### src/rtl/memory_access_stage.sv
// rtl/memory_access_stage.sv - MEM stage: data-memory req/ack access, timeout abort, MEM/WB register
module memory_access_stage #(
  parameter int DATA_W  = 16,
  parameter int TIMEOUT = 8
) (
  input  logic              clk,
  input  logic              reset,
  input  logic              wre_memory,
  input  logic              select_writeback_data_mux_memory,
  input  logic              write_memory_enable_memory,
  input  logic [DATA_W-1:0] ALUresult_memory,
  input  logic [DATA_W-1:0] srcB_memory,
  input  logic [15:0]       rd_memory,
  output logic              mem_req,
  output logic              mem_we,
  output logic [DATA_W-1:0] mem_addr,
  output logic [DATA_W-1:0] mem_wdata,
  input  logic [DATA_W-1:0] mem_rdata,
  input  logic              mem_ack,
  output logic              stall_memory,
  output logic              wre_writeback,
  output logic [DATA_W-1:0] writeback_data,
  output logic [15:0]       rd_writeback,
  output logic              bus_error
);

  // Counter holds the number of cycles already spent waiting; it is 0 in IDLE.
  localparam int                CNT_W    = $clog2(TIMEOUT + 1);
  localparam logic [CNT_W-1:0]  LAST_CNT = CNT_W'(TIMEOUT - 1);

  localparam logic [0:0] IDLE = 1'b0;
  localparam logic [0:0] WAIT = 1'b1;

  logic [0:0]       state;
  logic [CNT_W-1:0] wait_cnt;

  logic store;
  logic load;
  logic access;
  logic ack_seen;
  logic abort_now;

  // Store wins when both load and store are flagged.
  assign store  = write_memory_enable_memory;
  assign load   = select_writeback_data_mux_memory & ~store;
  assign access = load | store;

  // Request is raised in the same cycle the access arrives; reset kills it at once.
  assign mem_req   = ~reset & (access | (state == WAIT));
  assign mem_we    = mem_req & store;
  assign mem_addr  = ALUresult_memory;
  assign mem_wdata = srcB_memory;

  // An ack only counts while a request is actually outstanding.
  assign ack_seen     = mem_req & mem_ack;
  assign abort_now    = mem_req & ~mem_ack & (wait_cnt == LAST_CNT);
  assign stall_memory = mem_req & ~mem_ack & ~abort_now;

  // Access FSM: tracks outstanding request, wait count and sticky timeout flag.
  always_ff @(posedge clk) begin
    if (reset) begin
      state     <= IDLE;
      wait_cnt  <= '0;
      bus_error <= 1'b0;
    end else begin
      case (state)
        IDLE: begin
          if (abort_now) begin
            bus_error <= 1'b1;
          end else if (stall_memory) begin
            state    <= WAIT;
            wait_cnt <= CNT_W'(1);
          end
        end
        WAIT: begin
          if (ack_seen) begin
            state    <= IDLE;
            wait_cnt <= '0;
          end else if (abort_now) begin
            state     <= IDLE;
            wait_cnt  <= '0;
            bus_error <= 1'b1;
          end else begin
            wait_cnt <= wait_cnt + CNT_W'(1);
          end
        end
        default: begin
          state    <= IDLE;
          wait_cnt <= '0;
        end
      endcase
    end
  end

  // MEM/WB register: bubble while stalled, otherwise retire the instruction.
  always_ff @(posedge clk) begin
    if (reset) begin
      wre_writeback  <= 1'b0;
      writeback_data <= '0;
      rd_writeback   <= '0;
    end else if (stall_memory) begin
      wre_writeback <= 1'b0;
    end else if (!access) begin
      wre_writeback  <= wre_memory;
      writeback_data <= ALUresult_memory;
      rd_writeback   <= rd_memory;
    end else if (abort_now) begin
      wre_writeback <= 1'b0;
      rd_writeback  <= rd_memory;
    end else if (ack_seen && store) begin
      wre_writeback <= 1'b0;
      rd_writeback  <= rd_memory;
    end else if (ack_seen) begin
      wre_writeback  <= wre_memory;
      writeback_data <= mem_rdata;
      rd_writeback   <= rd_memory;
    end else begin
      wre_writeback <= 1'b0;
    end
  end

endmodule

### config.mk
export PLATFORM = sky130hd
export DESIGN_NAME = memory_access_stage
export DESIGN_NICKNAME = d
export VERILOG_FILES = /design/src/rtl/memory_access_stage.sv
export SDC_FILE = /design/constraint.sdc
export NUM_CORES = 1
export LEC_CHECK = 0
export CAP_MARGIN = 15
export CORE_MARGIN = 1.5
export CORE_UTILIZATION = 40
export CTS_CLUSTER_DIAMETER = 100
export DETAILED_ROUTE_END_ITERATION = 10
export PLACE_DENSITY = 0.86
export RECOVER_POWER = 50
export REMOVE_ABC_BUFFERS = 1
export SLEW_MARGIN = 0
export SYNTH_ARGS = -nofsm -noshare
export SYNTH_HDL_FRONTEND = slang
export SYNTH_SLANG_ARGS = --single-unit
### constraint.sdc
create_clock -name clk -period 2.8 [get_ports clk]
set_input_delay 0.42 -clock clk [delete_from_list [all_inputs] [get_ports clk]]
set_output_delay 0.42 -clock clk [all_outputs]
set_load 0.01 [all_outputs]
# After elaboration in Yosys (flattened, before gate mapping)

Cells that the tools add are included.

$add $sub $neg: 1
Equal/unequal tests: 8
Muxes and demuxes: 25
Bitwise gates (word level): 15
Reduce and logical (&&, ||, !) cells: 5

Operator list:

| kind                  | count |
|---|---|
| $mux W16              | 8 |
| $mux W4               | 4 |
| $mux W1               | 10 |
| $ne A2 B2 Y1 const B  | 5 |
| $pmux W4 S2           | 1 |
| $and A1 B1 Y1         | 7 |
| $not A1 Y1            | 6 |
| $add A4 B1 Y4 const B | 1 |
| $eq A4 B3 Y1 const B  | 1 |
| $ne A4 B1 Y1 const B  | 1 |
| $pmux W1 S2           | 2 |
| $reduce_and A2 Y1     | 2 |
| $reduce_and A4 Y1     | 1 |
| $ne A2 B1 Y1 const B  | 1 |
| $or A1 B1 Y1          | 2 |
| $reduce_or A2 Y1      | 1 |
| $logic_and A1 B1 Y1   | 1 |

Flip-flop bits (word level): 39
Output and inout port bits: 69
Logic and storage cells: 60

# Longest topological paths before layout

Word-level depth: 12
Mapped depth: 6
Depth with buffers taken out: 4

# Worst setup path after synthesis

OpenSTA, ideal clock, no wires.

Path kind: register to output
Start: reg wait_cnt[0]
End: out stall_memory
Data arrival time: 1.398 ns
Data required time: 2.380 ns
Slack: 0.982 ns
Stages on the path, launching flop included: 6
Buffers on the path: 1
Cell sequence: dfxtp_1 -> ha_1 -> and3b_1 -> or4_4 -> buf_6 -> inv_1

Longest elaborated chain between the ends: 4

Ends and longest elaborated chain:

| what                     | RTL line | source |
|---|---|---|
| start: declaration       | 35       | `logic [CNT_W-1:0] wait_cnt;` |
| start signal: assignment | 84       | `wait_cnt <= wait_cnt + CNT_W'(1);` |
| $eq A4 B3 Y1             | 56       | `assign abort_now = mem_req & ~mem_ack & (wait_cnt == LAST_CNT);` |
| $and A1 B1 Y1            | 56       |  |
| $not A1 Y1               | 57       | `assign stall_memory = mem_req & ~mem_ack & ~abort_now;` |
| $and A1 B1 Y1            | 57       |  |
| end: declaration         | 20       | `output logic stall_memory,` |

No other way between the ends.

# Worst setup path after layout

Start: in write_memory_enable_memory
End: out stall_memory

Longest elaborated chain between the ends: 9

Ends and longest elaborated chain:

| what               | RTL line | source |
|---|---|---|
| start: declaration | 10       | `input logic write_memory_enable_memory,` |
| $not A1 Y1         | 45       | `assign load = select_writeback_data_mux_memory & ~store;` |
| $and A1 B1 Y1      | 45       |  |
| $or A1 B1 Y1 *     | 46       | `assign access = load \| store;` |
| $or A1 B1 Y1 *     | 49       | `assign mem_req = ~reset & (access \| (state == WAIT));` |
| $and A1 B1 Y1 *    | 49       |  |
| $and A1 B1 Y1 *    | 56, 57   |  |
| $and A1 B1 Y1      | 56       |  |
| $not A1 Y1         | 57       |  |
| $and A1 B1 Y1 *    | 57       |  |

Every way passes the cells marked *; elsewhere a longest branch is shown, timed or not.

==> key figures <==
Status
  • Status: completed

Timing
  • Final Hold Viols: 0
  • Final worst slack: roughly 220 ps
  • Max Clock Skew: 6.78 ps
  • Slew margin rel.: 56.8%
  • RSZ-0062 raised after global routing: false
  • Tmin final: 2580 ps
  • Period utilization: 92.2%
  • Max Freq: approximately 390 MHz
  • Final Setup Violations: 0
  • Fin Setup TNS: 0 ps
  • Worst Tran Pin Value: 648 ps
  • Max Slew Vio Count: 0

Finish
  • Ant. Diodes: 0
  • Most frequent cells in the layout: clkdlybuf4s50_1 (70), dfxtp_1 (39), dlygate4sd3_1 (35)
  • Share of cells above drive strength 1: a little over a fifth
  • Layout Area Growth over Synthesis: 42.0%
  • Layout Nets: 376
  • Commonest non-fill, non-tap cell in the layout: clkdlybuf4s50_1

Critical path
  • Worst Path Max Fanout: 2
  • Worst Path Arrival: roughly 2200 ps
  • Crit-path max cell delay: 550 ps
  • CP cell instances: dlygate4sd3_1 -> nor3_1 -> or4_4 -> inv_1 -> clkdlybuf4s50_1
  • Worst setup path start: write_memory_enable_memory
  • Critical Path RT: 2380 ps
  • Buf+Inv Stages, Crit Path: 3
  • Critical path capture point type: output port
  • FF-to-FF Start: wait_cnt[0]
  • CP max-delay cell: dlygate4sd3_1
  • CP delay by family, top: buffers and inverters
  • Worst setup path category: in2out
  • Startpoint types: input port

Logic synthesis
  • Distinct cells, synth: 28
  • Xor and xnor fraction of the mapped netlist area: 0%
  • Adder-cell share of the synthesized area: less than 1%
  • #FFs+latches synth: 39
  • Area fraction in compound gates after synthesis: 10.2%
  • Mux contribution to synthesized area: 18.7%
  • Synth Area per Inst: about 10 um2
  • Share of flip-flops with an asynchronous set or reset: 0%
  • Cell area after synthesis: 2260 um2
  • Post-synth EDFFs: 0
  • Ys Warns: 0
  • Largest family of logic cells by synthesized area: simple AND/OR/NAND/NOR gates
  • Cell count after synthesis: ~230
  • Prevailing post-synth register cell: dfxtp_1
  • Simple-Gate Fraction of Synth Area: 20.7%
  • Seq/Total Area, Yosys: about 34%

Power and ir drop
  • Total power: 0.00132 W
  • Peak VDD IR: 0.243 mV
  • PD cells: between 400 and 500 nW/um2
  • Leak: 1.36 nW

Floorplanning
  • Die Y-Extent: 78.2 um
  • Initial Utilization: 41.4%
  • Core box area: 5470 um2
  • IO Count: 139
  • Die area: 6120 um2
  • Die outline width: 78.2 um
  • Cell Rows: 27

Global route
  • Initial antenna violation count: 0
  • Grt ovf: 0
  • First-pass GRT wire length: ~9000 um
  • Total GRT Usage: 19.2%
  • Vias in the first global route: 1871
  • Maximum number of pins on one net before global-route repair: 37

Placed design
  • GPL Wtd Cong: 0.858
  • Port Buffers: approximately 110
  • Place WS: roughly 290 ps
  • DP HPWL: ~4300 um

CTS
  • Cts hold-fix bufs: 0
  • CTS tree: yes
  • Clock Tree Buf Depth: 2
  • Post-CTS setup buffers: 0
  • CTS clk-pin slew, worst paths: 70 ps
  • # clock sinks: 39
  • Clock root cell: clkbuf_8
  • PostCTS Resize Cnt: 0
  • H-tree Lvls: 2
  • Clock latency on the worst-skew pair: 280 ps
  • CTS Buf Count: 5

Detailed routing
  • DRT Wirelength: 5830 um
  • Routed length per instance: 15.5 um
  • Via/cell ratio: 4.91
  • Drt pass-1 iters: 4
  • Initial DRC count: 111
  • ANT nets after route: 0
  • Via count: between 1500 and 2000
  • DRC viols: 0

Min path
  • Hold crit path type: reg2reg
  • Hold Startpoint: bus_error

Flow run
  • Max-Cap Viols: 0
==> report_power, final <==
part | switching [W] | leakage [nW] | internal (W) | total [W]
clock network | 0.000188 | 0.0470 | 0.000193 | 0.000382
logic | 0.000123 | 0.994 | 0.000211 | 0.000335
registers | 0.0000171 | 0.321 | 0.000590 | 0.000608
==> state kept, by name (all words and copies together) (netlist names) <==
register        count
rd_writeback       16
writeback_data     16
wait_cnt            4
bus_error           1
state               1
wre_writeback       1
==> synth_stat cells (all sizes together) (2+ instances only) <==
cell type,count,area share (%)
buf,39,13
dfxtp,39,34
nor2b,34,9.4
mux2,32,19
a21oi,20,4.4
o21ai,18,4.0
or3b,17,6.6
clkbuf,10,1.7
inv,3,0.50
nor2,3,0.50
or4,3,1.2
a31oi,2,0.55
and3,2,0.55
nand2b,2,0.55
nor3,2,0.66
==> through the flow <==
step | util [%] | instance area, um2 | hold WS, ps | instances
after floorplan | - | 1930 | 452 | 184
after global placement | 57.3 | 3130 | 437 | 370
after detailed placement | 57.3 | 3130 | 441 | 370
after CTS | 58.9 | 3220 | 452 | 377
after global routing | 58.7 | 3210 | 466 | 377
final | 58.7 | 3210 | 447 | 377
==> final cells by class <==
cell class	count	area, um2
inverter	3	11.3
tap	72	90.1
sequential	39	781
clock buffer	6	82.6
fill	501	2260
clock inverter	1	5.00
multi-input combinational	142	1130
timing repair buffer	114	1110
==> worst paths after layout <==
path / endpoint / depth (start not counted) / slack [ps]
worst max-delay path: stall_memory / 5 / 220
worst min-delay path: bus_error / 2 / 450
worst max register to register: rd_writeback[6] / 5 / 600
worst min register to register: bus_error / 2 / 450
==> worst register-to-register path, cell delays in order, from the launching register on <==
cell      delay, ps
dfxtp_1         340
ha_1            250
and3b_1         230
or4_4           420
clkbuf_2        420
mux2_4          430
==> cells by family after synthesis <==
family | Yosys count
buf+inv | 52
mux | 32
compound gates | 43
simple gates | 66
flops | 39
fa+ha+maj | 1
==> metal layers <==
layer	up-vias	global-route usage [%]	routed length, um
li1	914	-	-
met1	842	20.9	2270
met2	87	30.7	2740
met3	8	12.1	700
met4	0	5.89	108
met5	-	0	0
Power figures use the tool's default switching activity.
